**config.mk**
```make
export PLATFORM = sky130hd
export DESIGN_NAME = seg7_scan_flat
export DESIGN_NICKNAME = d
export VERILOG_FILES = /design/src/rtl/seg7_scan_if.sv /design/src/rtl/seg7_scan.sv /design/src/flat_wrapper.sv
export SDC_FILE = /design/constraint.sdc
export NUM_CORES = 1
export LEC_CHECK = 0
export ABC_CLOCK_PERIOD_IN_PS = 2400
export BUFFER_PORTS_ARGS = -buffer_cell sky130_fd_sc_hd__buf_2
export CAP_MARGIN = 10
export CORE_UTILIZATION = 55
export DETAILED_ROUTE_END_ITERATION = 8
export PLACE_DENSITY = 0.78
export SYNTH_ARGS = -nofsm -noshare
export SYNTH_HDL_FRONTEND = slang
export SYNTH_SLANG_ARGS = --single-unit
```
**constraint.sdc**
```tcl
create_clock -name clk -period 2.4 [get_ports clk]
set_clock_uncertainty 0.1 [all_clocks]
set_input_delay 0.6 -clock clk [delete_from_list [all_inputs] [get_ports clk]]
set_output_delay 0.6 -clock clk [all_outputs]
set_load 0.02 [all_outputs]
```
**src/rtl/seg7_scan_if.sv**
```systemverilog
// Display-side bundle for seg7_scan: digit data and controls in, anode/cathode drive out.
// The master drives the digit data, the slave is the scanner.
interface seg7_scan_if #(
    parameter int DIGITS   = 4,
    parameter int BRIGHT_W = 4
);
    logic [4*DIGITS-1:0] num;
    logic [DIGITS-1:0]   en;
    logic [DIGITS-1:0]   dp;
    logic [DIGITS-1:0]   blink;
    logic                lzs;
    logic [BRIGHT_W-1:0] bright;
    logic [6:0]          seg;
    logic                dp_n;
    logic [DIGITS-1:0]   an;

    modport master (
        output num, en, dp, blink, lzs, bright,
        input  seg, dp_n, an
    );

    modport slave (
        input  num, en, dp, blink, lzs, bright,
        output seg, dp_n, an
    );
endinterface

```
**src/rtl/seg7_scan.sv**
```systemverilog
// Multiplexed seven-segment scanner with per-frame input capture, leading-zero
// suppression, per-digit blink and PWM brightness. All drive outputs are registered.
module seg7_scan #(
    parameter int DIGITS     = 4,
    parameter int DIV_LOG2   = 16,
    parameter int BRIGHT_W   = 4,
    parameter int BLINK_LOG2 = 5
) (
    input  logic         clk,
    input  logic         rst,
    seg7_scan_if.slave   bus
);
    localparam int IDX_W = $clog2(DIGITS);
    localparam logic [IDX_W-1:0] LAST_IDX = IDX_W'(DIGITS - 1);

    logic [DIV_LOG2-1:0]   cnt_reg;
    logic [IDX_W-1:0]      idx_reg;
    logic [BLINK_LOG2:0]   frame_reg;

    logic [4*DIGITS-1:0]   num_sh_reg;
    logic [DIGITS-1:0]     en_sh_reg;
    logic [DIGITS-1:0]     dp_sh_reg;
    logic [DIGITS-1:0]     blink_sh_reg;
    logic                  lzs_sh_reg;

    logic [6:0]            seg_reg, seg_next;
    logic                  dp_n_reg, dp_n_next;
    logic [DIGITS-1:0]     an_reg, an_next;

    logic                  tick;
    logic                  frame_wrap;
    logic                  blink_off;

    assign tick       = &cnt_reg;
    assign frame_wrap = tick && (idx_reg == LAST_IDX);
    assign blink_off  = frame_reg[BLINK_LOG2];

    // Timebase: prescaler, digit index and frame counter all step on the same edge.
    always_ff @(posedge clk or posedge rst) begin
        if (rst) begin
            cnt_reg   <= '0;
            idx_reg   <= '0;
            frame_reg <= '0;
        end else begin
            cnt_reg <= cnt_reg + 1'b1;
            if (tick) begin
                idx_reg <= frame_wrap ? '0 : idx_reg + 1'b1;
            end
            if (frame_wrap) begin
                frame_reg <= frame_reg + 1'b1;
            end
        end
    end

    // Shadow copy loads only at the frame wrap so a frame is never torn.
    always_ff @(posedge clk or posedge rst) begin
        if (rst) begin
            num_sh_reg   <= '0;
            en_sh_reg    <= '0;
            dp_sh_reg    <= '0;
            blink_sh_reg <= '0;
            lzs_sh_reg   <= 1'b0;
        end else if (frame_wrap) begin
            num_sh_reg   <= bus.num;
            en_sh_reg    <= bus.en;
            dp_sh_reg    <= bus.dp;
            blink_sh_reg <= bus.blink;
            lzs_sh_reg   <= bus.lzs;
        end
    end

    logic [3:0]        nib [DIGITS];
    logic [DIGITS:1]   zero_above;
    logic [DIGITS-1:0] supp;

    assign zero_above[DIGITS] = 1'b1;

    // zero_above[i]: digit i and every digit above it show nothing (nibble 0, no dp).
    genvar gi;
    generate
        for (gi = 0; gi < DIGITS; gi++) begin : g_digit
            assign nib[gi] = num_sh_reg[4*gi +: 4];
            if (gi == 0) begin : g_lsd
                assign supp[gi] = 1'b0;
            end else begin : g_upper
                assign zero_above[gi] = zero_above[gi+1] & (nib[gi] == 4'h0) & ~dp_sh_reg[gi];
                assign supp[gi]       = lzs_sh_reg & zero_above[gi];
            end
        end
    endgenerate

    logic [3:0]          cur_nib;
    logic [6:0]          seg_code;
    logic [BRIGHT_W-1:0] phase;
    logic                lit;

    always_comb begin
        seg_code = 7'h7F;
        case (cur_nib)
            4'h0: seg_code = 7'h40;
            4'h1: seg_code = 7'h79;
            4'h2: seg_code = 7'h24;
            4'h3: seg_code = 7'h30;
            4'h4: seg_code = 7'h19;
            4'h5: seg_code = 7'h12;
            4'h6: seg_code = 7'h02;
            4'h7: seg_code = 7'h78;
            4'h8: seg_code = 7'h00;
            4'h9: seg_code = 7'h10;
            4'hA: seg_code = 7'h08;
            4'hB: seg_code = 7'h03;
            4'hC: seg_code = 7'h27;
            4'hD: seg_code = 7'h21;
            4'hE: seg_code = 7'h06;
            4'hF: seg_code = 7'h0E;
            default: seg_code = 7'h7F;
        endcase
    end

    // PWM: the top bits of the prescaler act as the slot phase, so the tail of each
    // slot is always dark and consecutive anodes never overlap.
    always_comb begin
        cur_nib   = nib[idx_reg];
        phase     = cnt_reg[DIV_LOG2-1 -: BRIGHT_W];
        lit       = en_sh_reg[idx_reg] & ~supp[idx_reg]
                  & ~(blink_sh_reg[idx_reg] & blink_off)
                  & (phase < bus.bright);
        an_next   = '1;
        seg_next  = 7'h7F;
        dp_n_next = 1'b1;
        if (lit) begin
            an_next   = ~(DIGITS'(1) << idx_reg);
            seg_next  = seg_code;
            dp_n_next = ~dp_sh_reg[idx_reg];
        end
    end

    always_ff @(posedge clk or posedge rst) begin
        if (rst) begin
            an_reg   <= '1;
            seg_reg  <= 7'h7F;
            dp_n_reg <= 1'b1;
        end else begin
            an_reg   <= an_next;
            seg_reg  <= seg_next;
            dp_n_reg <= dp_n_next;
        end
    end

    assign bus.an   = an_reg;
    assign bus.seg  = seg_reg;
    assign bus.dp_n = dp_n_reg;
endmodule

```
**src/flat_wrapper.sv**
```systemverilog
// flat-port wrapper written by rule: the top's interface ports become plain ports
module seg7_scan_flat 
#(
    parameter int DIGITS     = 4,
    parameter int DIV_LOG2   = 16,
    parameter int BRIGHT_W   = 4,
    parameter int BLINK_LOG2 = 5
)
  (clk, rst, bus_num, bus_en, bus_dp, bus_blink, bus_lzs, bus_bright, bus_seg, bus_dp_n, bus_an);
  seg7_scan_if #(.DIGITS(DIGITS), .BRIGHT_W(BRIGHT_W)) bus_i ();
  input  logic clk;
  input  logic rst;
  input wire logic [$bits(bus_i.num)-1:0] bus_num;
  input wire logic [$bits(bus_i.en)-1:0] bus_en;
  input wire logic [$bits(bus_i.dp)-1:0] bus_dp;
  input wire logic [$bits(bus_i.blink)-1:0] bus_blink;
  input wire logic [$bits(bus_i.lzs)-1:0] bus_lzs;
  input wire logic [$bits(bus_i.bright)-1:0] bus_bright;
  output wire logic [$bits(bus_i.seg)-1:0] bus_seg;
  output wire logic [$bits(bus_i.dp_n)-1:0] bus_dp_n;
  output wire logic [$bits(bus_i.an)-1:0] bus_an;
  assign bus_i.num = bus_num;
  assign bus_i.en = bus_en;
  assign bus_i.dp = bus_dp;
  assign bus_i.blink = bus_blink;
  assign bus_i.lzs = bus_lzs;
  assign bus_i.bright = bus_bright;
  assign bus_seg = bus_i.seg;
  assign bus_dp_n = bus_i.dp_n;
  assign bus_an = bus_i.an;
  seg7_scan #(.DIGITS(DIGITS), .DIV_LOG2(DIV_LOG2), .BRIGHT_W(BRIGHT_W), .BLINK_LOG2(BLINK_LOG2)) u_core (.clk(clk), .rst(rst), .bus(bus_i));
endmodule
```
==> flow_metrics.env <==
export IMPL_run_status="complete, no violations"
export IMPL_finalWeightedCongestion=0.7933
export IMPL_detailedRoute_firstIterationViolations=134
export IMPL_fp_row_count=26
export IMPL_maximum_number_of_pins_on_one_net_before_global_route_repair=66
export IMPL_syn_num_nets=288
export IMPL_syn_cell_area_um2=3054
export IMPL_global_route_usage_total_pct=21.57
export IMPL_initial_core_util_pct=58.31
export IMPL_worst_ep_required_time_ns=2.52
export IMPL_drt_total_wl_mm=5.311
export IMPL_io_buffers=46
export IMPL_clk_insertion_delay_late_ns=0.34
export IMPL_floorplan_die_area_um2=5855
export IMPL_setup_violations=0
export IMPL_clkSinkCount=65
export IMPL_crit_type="reg -> reg"
export IMPL_gr_usage_met3_pct=4.790
export IMPL_cell_pwr_density_nw_per_um2=576.1
export IMPL_leakagePower_nw=1.678
export IMPL_clk_pin_slew_ns=0.07
export IMPL_finish_net_count=340
export IMPL_post_route_period_util_pct=92.24
export IMPL_synth_cells=238
export IMPL_ys_ff_latch=65
export IMPL_post_cts_buffers=0
export IMPL_grt_util_met1_pct=28.10
export IMPL_place_area_um2=3373
export IMPL_setup_tns_final_ns=0
export IMPL_slew_limit_headroom_pct=72.02
export IMPL_vias=1911
export IMPL_drive_gt1_share_pct=40.34
export IMPL_number_of_max_slew_violations_in_the_final_report=0
export IMPL_unrepaired_setup_endpoints_after_global_routing="no"
export IMPL_avgRoutedWirePerCell_um=14.55
export IMPL_drt_drc_violations_left=0
export IMPL_chipHeight_um=76.52
export IMPL_number_of_detailed_route_iterations_in_the_first_pass=4
export IMPL_final_instance_count_excl_fill=365
export IMPL_coreArea_um2=5238
export IMPL_ir_drop_v=0.0004483
export IMPL_tritoncts="yes"
export IMPL_startpoint_type="flip-flop"
export IMPL_synthDistinctLibCells=30
export IMPL_grt_remaining_overflow=0
export IMPL_antenna_diode_count=0
export IMPL_fp_dieW_um=76.52
export IMPL_post_drt_via_cell_ratio=5.236
export IMPL_cts_inserted_buffers=9
export IMPL_timing_worst_slew_pin_value_ns=0.4196
export IMPL_timing_critical_path_to_type="flip-flop"
export IMPL_layout_cell_area_non_filler_um2=3570
export IMPL_syn_to_final_growth_pct=16.88
export IMPL_grt_pass1_wl_mm=9.542
export IMPL_first_global_vias=1965
export IMPL_layout_min_cycle_time_ns=2.214
export IMPL_per_instance_average_area_after_synthesis_um2=12.83
export IMPL_filler_cell_count=390
export IMPL_detail_route_antenna_nets=0
export IMPL_cts_hold_buffers=0
export IMPL_layout_cells_most_common="sky130_fd_sc_hd__dfrtp_1"
export IMPL_clock_tree_htree_level_count=3
export IMPL_worst_endpoint_arrival_ns=2.33
export IMPL_dp_hpwl_mm=3.736
export IMPL_seq_area_frac_synth_pct=53.75
export IMPL_worstReg2RegStart="u_core.cnt_reg[0]$_DFF_PP0_"
export IMPL_ctsLongestPathBuffers=2
export IMPL_boundaryPins=47
export IMPL_ctsResizeCount=0
export IMPL_placed_cells_incl_taps=349
export IMPL_final_cell_mix="sky130_fd_sc_hd__dfrtp_1, sky130_fd_sc_hd__buf_2, sky130_fd_sc_hd__mux2_2"
export IMPL_global_route_usage_met2_pct=34.23
export IMPL_timing_hold_violations_final=0
export IMPL_antenna_violations_before_repair=0
export IMPL_synth_warnings=0
export IMPL_cp_startpoint="u_core.cnt_reg[0]$_DFF_PP0_"
export IMPL_largest_fanout_of_any_net_on_the_critical_path=35
export IMPL_cap_violations=0
export IMPL_globalRoute_busiestLayer="met2"
export IMPL_hold_class="in -> async"
export IMPL_cts_root_buf="sky130_fd_sc_hd__clkbuf_8"
export IMPL_fmax_mhz=451.7
per-layer routing:
metal,vias to the layer above,wire length [um]
met1,926,2421
met3,9,174
li1,937,-
met2,39,2605
met5,-,0
met4,0,109
synthesized netlist by cell type:
| cell | instances | area (um2) |
|---|---|---|
| sky130_fd_sc_hd__dfrtp_1 | 53 | 1326 |
| sky130_fd_sc_hd__mux2_2 | 31 | 349.1 |
| sky130_fd_sc_hd__nand2_1 | 19 | 71.32 |
| sky130_fd_sc_hd__ha_1 | 15 | 187.7 |
| sky130_fd_sc_hd__nor2_1 | 13 | 48.80 |
| sky130_fd_sc_hd__dfstp_2 | 12 | 315.3 |
| sky130_fd_sc_hd__xnor2_1 | 12 | 105.1 |
| sky130_fd_sc_hd__inv_1 | 11 | 41.29 |
| sky130_fd_sc_hd__o21ai_0 | 9 | 45.04 |
| sky130_fd_sc_hd__o211ai_1 | 8 | 60.06 |
| sky130_fd_sc_hd__mux4_2 | 7 | 157.7 |
| sky130_fd_sc_hd__nand3_1 | 7 | 35.03 |
| sky130_fd_sc_hd__xor2_1 | 7 | 61.31 |
| sky130_fd_sc_hd__nand4_1 | 6 | 37.54 |
| sky130_fd_sc_hd__buf_6 | 4 | 45.04 |
| sky130_fd_sc_hd__a21oi_1 | 3 | 15.01 |
| sky130_fd_sc_hd__clkbuf_1 | 3 | 11.26 |
| sky130_fd_sc_hd__nor3_1 | 3 | 15.01 |
| sky130_fd_sc_hd__buf_2 | 2 | 10.01 |
| sky130_fd_sc_hd__nand2b_1 | 2 | 12.51 |
| sky130_fd_sc_hd__nor4b_1 | 2 | 17.52 |
| sky130_fd_sc_hd__a211oi_1 | 1 | 7.510 |
| sky130_fd_sc_hd__a31oi_1 | 1 | 6.260 |
| sky130_fd_sc_hd__and4_1 | 1 | 8.760 |
| sky130_fd_sc_hd__and4_2 | 1 | 10.01 |
| sky130_fd_sc_hd__mux2i_1 | 1 | 10.01 |
| sky130_fd_sc_hd__nand4_2 | 1 | 12.51 |
| sky130_fd_sc_hd__nor3_4 | 1 | 16.27 |
| sky130_fd_sc_hd__o311ai_0 | 1 | 8.760 |
| sky130_fd_sc_hd__or2_1 | 1 | 6.260 |
cell type report:
| class | count | area [um2] | area share, % |
|---|---|---|---|
| Clock inverter | 6 | 68.82 | 1.928 |
| Multi-Input combinational cell | 153 | 1305 | 36.56 |
| Sequential cell | 65 | 1642 | 45.99 |
| Timing Repair Buffer | 50 | 297.8 | 8.342 |
| Tap cell | 70 | 87.58 | 2.454 |
| Inverter | 11 | 41.29 | 1.157 |
| Clock buffer | 10 | 127.6 | 3.575 |
logic make-up (layout without fill, tap and decap cells):
kind of cell | count (synthesis) | in the layout | synth area share [%]
compound gates | 23 | 23 | 4.670
xor+xnor | 19 | 19 | 5.449
fa+ha+maj | 15 | 15 | 6.145
buf+inv | 20 | 77 | 3.523
flops | 65 | 65 | 53.75
mux | 39 | 39 | 16.92
simple gates | 57 | 57 | 9.546
through the flow:
step | setup WS (ns) | hold slack [ns] | util (%) | power (W)
after detailed placement | 0.2118 | 0.3718 | 64.41 | 0.001174
after CTS | 0.1874 | 0.2281 | 68.16 | 0.002078
after floorplan | 0.09341 | 0.3385 | - | 0.001136
final | 0.1862 | 0.2241 | 68.16 | 0.002057
after global routing | 0.07968 | 0.2429 | 68.16 | 0.002142
after global placement | 0.2643 | 0.3529 | 64.41 | 0.001173
critical path, stage by stage (launching register included):
cell and delay (ns):
sky130_fd_sc_hd__dfrtp_1 0.39, sky130_fd_sc_hd__ha_1 0.20, sky130_fd_sc_hd__nand3_1 0.18, sky130_fd_sc_hd__or2_1 0.37, sky130_fd_sc_hd__nor3_4 0.24, sky130_fd_sc_hd__buf_12 0.23
sky130_fd_sc_hd__mux2_2 0.36
worst paths after layout:
check	endpoint	slack [ns]	cells after the start
max in group asynchronous	u_core.bus.seg[5]$_DFF_PP1_	1.69	3
min in group clk	u_core.cnt_reg[11]$_DFF_PP0_	0.38	1
max reg2reg	u_core.lzs_sh_reg$_DFFE_PP0P_	0.19	6
min reg2reg	u_core.cnt_reg[11]$_DFF_PP0_	0.38	1
max	u_core.lzs_sh_reg$_DFFE_PP0P_	0.19	6
min	u_core.cnt_reg[14]$_DFF_PP0_	0.22	3
report_power, final:
part	internal (W)	switching, W	total, W
clock	0.000483	0.000422	0.000905
sequential	0.00110	0	0.00110
combinational	0.0000248	0.0000305	0.0000554
total	0.00160	0.000453	0.00206
Power figures use the tool's default switching activity.
